**config.mk**
```make
export PLATFORM = sky130hd
export DESIGN_NAME = t_to_sr_ff_bank
export DESIGN_NICKNAME = d
export VERILOG_FILES = /design/src/rtl/t_to_sr_ff_bank.sv
export SDC_FILE = /design/constraint.sdc
export NUM_CORES = 1
export LEC_CHECK = 0
export ABC_AREA = 1
export CAP_MARGIN = 10
export CORE_UTILIZATION = 60
export DETAILED_ROUTE_END_ITERATION = 8
export DONT_BUFFER_PORTS = 1
export MAX_ROUTING_LAYER = met4
export PLACE_DENSITY = 0.83
export SLEW_MARGIN = 15
export SYNTH_ARGS = -nofsm -noshare
export SYNTH_HDL_FRONTEND = slang
export SYNTH_SLANG_ARGS = --single-unit
export TNS_END_PERCENT = 5
```
**constraint.sdc**
```tcl
create_clock -name clk -period 3.27 [get_ports clk]
set_clock_uncertainty 0.2 [all_clocks]
set_input_delay 0.654 -clock clk [delete_from_list [all_inputs] [get_ports clk]]
set_output_delay 0.654 -clock clk [all_outputs]
set_load 0.01 [all_outputs]
```
**src/rtl/t_to_sr_ff_bank.sv**
```systemverilog
// t_to_sr_ff_bank: T flip-flop bank excited as SR/JK/D/T, with illegal-SR hold FSM and toggle counter.
module t_to_sr_ff_bank #(
    parameter int WIDTH = 4,
    parameter int CNT_W = 16
) (
    input  logic             clk,
    input  logic             rst_n,
    input  logic             en,
    input  logic [1:0]       mode,
    input  logic [WIDTH-1:0] a,
    input  logic [WIDTH-1:0] b,
    input  logic             clr_err,
    output logic [WIDTH-1:0] q,
    output logic [WIDTH-1:0] q_bar,
    output logic [WIDTH-1:0] t_exc,
    output logic             illegal,
    output logic             err_sticky,
    output logic             hold,
    output logic [CNT_W-1:0] toggle_cnt
);
    typedef enum logic {RUN, HOLD} state_t;

    state_t             state_q, state_d;
    logic [WIDTH-1:0]   q_q, q_d;
    logic               illegal_q, illegal_d;
    logic               err_q, err_d;
    logic [CNT_W-1:0]   cnt_q, cnt_d;
    logic [WIDTH-1:0]   sr_jk, t_raw;
    logic               run, ill_ev;
    logic [CNT_W:0]     pop, sum;

    always_comb begin
        run    = state_q == RUN;
        sr_jk  = (a & ~q_q) | (b & q_q);
        // SR masks a=b=1 bits to no-change; JK lets them toggle
        t_raw  = mode == 2'b00 ? sr_jk & ~(a & b) :
                 mode == 2'b01 ? sr_jk :
                 mode == 2'b10 ? a ^ q_q : a;
        t_exc  = (en && run) ? t_raw : '0;
        ill_ev = en && run && mode == 2'b00 && |(a & b);
        q_d    = q_q ^ t_exc;
        pop    = '0;
        for (int i = 0; i < WIDTH; i++) pop = pop + (CNT_W+1)'(t_exc[i]);
        sum    = {1'b0, cnt_q} + pop;
        cnt_d  = sum[CNT_W] ? {CNT_W{1'b1}} : sum[CNT_W-1:0];
    end

    always_comb begin
        state_d   = state_q;
        illegal_d = ill_ev;
        err_d     = ill_ev ? 1'b1 : clr_err ? 1'b0 : err_q;
        if (run && ill_ev) state_d = HOLD;
        else if (!run && clr_err) state_d = RUN;
    end

    always_ff @(posedge clk or negedge rst_n) begin
        if (!rst_n) begin
            state_q   <= RUN;
            q_q       <= '0;
            illegal_q <= 1'b0;
            err_q     <= 1'b0;
            cnt_q     <= '0;
        end else begin
            state_q   <= state_d;
            q_q       <= q_d;
            illegal_q <= illegal_d;
            err_q     <= err_d;
            cnt_q     <= cnt_d;
        end
    end

    assign q          = q_q;
    assign q_bar      = ~q_q;
    assign illegal    = illegal_q;
    assign err_sticky = err_q;
    assign hold       = state_q == HOLD;
    assign toggle_cnt = cnt_q;
endmodule

```
==> flow_summary.json <==
{
  "status": "completed",
  "power.leakage_nw": 1.00,
  "dp_slack_ps": -275,
  "vias": 1477,
  "max_slew_margin_pct": 31.7,
  "final-hold-violation-count": 0,
  "synth_edf_count": 0,
  "cts_sinks": 23,
  "met3_usage_pct": 7.25,
  "final_core_util_pct": 77.4,
  "final_cells": 262,
  "slew_viol_final": 0,
  "grt-ovfl-total": 0,
  "drt_iter0_drc": 51,
  "rows": 17,
  "required_ps": 3290,
  "final_net_count": 253,
  "vias_per_cell": 5.64,
  "clk_pin_slew_ps": 130,
  "yosysSeqAreaShare_pct": 37.4,
  "io_buffers": 0,
  "rsz0062_at_grt": "true",
  "grt_max_degree": 24,
  "ir_drop_v": 0.000471,
  "clock_latency_ps": 310,
  "cts_tree": "yes",
  "met2_usage_pct": 53.2,
  "fin_ws_ps": 171,
  "final_area_um2": 1790,
  "drt-pass1-iter-count": 4,
  "grt_util_met1_pct": 37.3,
  "yosys-top-cells-area": "dfrtp_1, nand2_1, nand3_1",
  "top_level_ports": 45,
  "syn-num-nets": 229,
  "die_h_um": 52.6,
  "fin_hold_ws_ps": 201,
  "fin_crit_ps": 3100,
  "coreArea_um2": 2320,
  "postSynthCellCount": 211,
  "critPathLaunchType": "register",
  "fp.dieArea_um2": 2770,
  "placed_cells": 255,
  "numCtsBuffers": 3,
  "tightest_slew_ps": 1020,
  "power.density_nw_per_um2": 640,
  "cap_violations": 0,
  "routedWlPerCell_um": 14.1,
  "ys.warnings.count": 0,
  "floorplan.initialDensity_pct": 66.3,
  "die_x_um": 52.6,
  "cts_root_buf": "clkbuf_4",
  "drc_errors": 0,
  "area_delta_synth_final_pct": 16.7,
  "grt_pass1_vias": 1502,
  "grt_pass1_wl_um": 6280,
  "end_kind": "register",
  "netlist_area_um2": 1540,
  "gr-usage-all-layers_pct": 32.4,
  "min_path_type": "input pin to register",
  "placed_area_um2": 1710,
  "power.total_mw": 1.15,
  "ctsLongestPathBuffers": 2,
  "dp_hpwl_um": 2900,
  "synth_top_cell_area_share_pct": 37.4,
  "final.setup.tns_ps": 0,
  "worstSetupPathType": "register to register",
  "fmax_ghz": 0.323,
  "synth_area_per_cell_um2": 7.29,
  "synth_flop_cell": "dfrtp_1",
  "synth_top_cell_by_area": "dfrtp_1",
  "yosysUniqueCellTypes": 25,
  "grt-busiest-layer": "met2",
  "wl_um": 3700,
  "antennaDiodeCount": 0,
  "fill_cells": 170,
  "crit_fanout": 5,
  "worstPathArrival_ps": 3120,
  "finalWeightedCongestion": 0.956,
  "antenna_found_initial": 0,
  "synthArstFlopShare_pct": 100,
  "ant_nets": 0,
  "htreeDepth": 1,
  "finalSetupViolCount": 0,
  "synth-seq-cells": 23,
  "drive_gt1_share_pct": 25.2,
  "period_share_pct": 94.8
}
[synthesized netlist by cell type (2+ instances only)]
| master | instances |
|---|---|
| nand4_1 | 4 |
| nand3b_1 | 5 |
| fa_1 | 3 |
| inv_2 | 5 |
| dfrtp_1 | 23 |
| and2_0 | 2 |
| nand2_1 | 63 |
| nor2_1 | 10 |
| o21ai_1 | 6 |
| nand2_2 | 6 |
| inv_1 | 30 |
| o21ai_0 | 3 |
| nor2_4 | 3 |
| nand3_1 | 31 |
| nand3_2 | 3 |
| xor2_1 | 5 |
[flip-flops by register name (all words and copies together), names as in the netlist]
name        cells
illegal         1
hold            1
q               4
err_sticky      1
toggle_cnt     16
[where the power goes]
group | internal, mW | leakage [nW] | total [mW] | switching, mW
combinational | 0.217 | 0.693 | 0.506 | 0.289
sequential | 0.364 | 0.295 | 0.508 | 0.143
clock | 0.0458 | 0.0177 | 0.134 | 0.0881
[repair_timing]
item	in CTS	in global routing
hold buffers	1	0
setup endpoints to repair	12	16
endpoints found under the hold margin	23	0
buffers inserted	0	2
gates resized for setup	2	12
pin swaps	0	7
[critical path, cell delays in order (launching register included)]
cell and delay, ps:
dfrtp_2 460, inv_1 80, nand2_1 60, and2_0 160, o21ai_2 170, nand2_2 90, fa_1 450, fa_2 350
inv_2 70, fa_2 200, nand2_2 80, nor2_4 150, nand3_4 90, nor2_4 170, nand3_1 100, o21ai_1 80
inv_1 50
[cells by family (layout without fill, tap and decap cells)]
family                     Yosys count  in the layout  share of synthesized area, %
and+or+nand+nor                    131            131                          41.7
buffers and inverters               37             60                          9.52
DFF                                 23             23                          37.4
AOI/OAI and AO/OA                   11             11                          3.74
xor gates and xnor gates             5              5                          2.85
adders and majority gates            4              4                          4.72
[layout by cell type (no fill, tap or decap)]
cell type      synthesis  routed
clkinv_1               1       1
nand2_4                0       2
dfrtp_1               23      20
nand2_2                6       7
xor2_1                 5       5
nand4_1                4       4
inv_1                 30      26
buf_4                  0      19
o21ai_0                3       3
o21a_1                 1       1
o21ai_1                6       5
dfrtp_2                0       3
inv_2                  5       9
nand3b_1               5       5
a21oi_1                1       1
or2_0                  1       1
or2_1                  1       1
and2_0                 2       2
or2_2                  1       1
o21ai_2                0       1
clkinv_2               0       1
ha_1                   1       1
nor2_1                10       7
nand3_4                1       1
nor2_4                 3       5
nand3_1               31      30
dlygate4sd3_1          0       1
nor2_2                 0       1
clkbuf_4               0       3
fa_1                   3       1
fa_2                   0       2
nand3_2                3       4
nand2_1               63      60
[layer usage]
layer | vias to the layer above | part of all wire [%]
met5 | - | 0
met4 | 0 | 1.5
met3 | 7 | 8.7
met2 | 77 | 49
met1 | 679 | 41
li1 | 714 | -
[cell type report]
class | count | area [um2] | area share, %
Timing Repair Buffer | 20 | 153 | 8.51
Clock buffer | 3 | 22.5 | 1.26
Sequential cell | 23 | 579 | 32.3
Inverter | 36 | 135 | 7.53
Tap cell | 28 | 35.0 | 1.95
Clock inverter | 1 | 5.00 | 0.279
Multi-Input combinational cell | 151 | 865 | 48.2
[worst paths after layout]
kind,end,slack [ps],cells after the start,from
min,hold,200,1,clr_err
max reg2reg,toggle_cnt[12],170,16,q[3]
max,toggle_cnt[12],170,16,q[3]
min reg2reg,q[0],360,2,q[0]
min in group asynchronous,toggle_cnt[14],750,1,rst_n
max in group asynchronous,q[1],1440,1,rst_n
(Power assumes the default switching activity.)
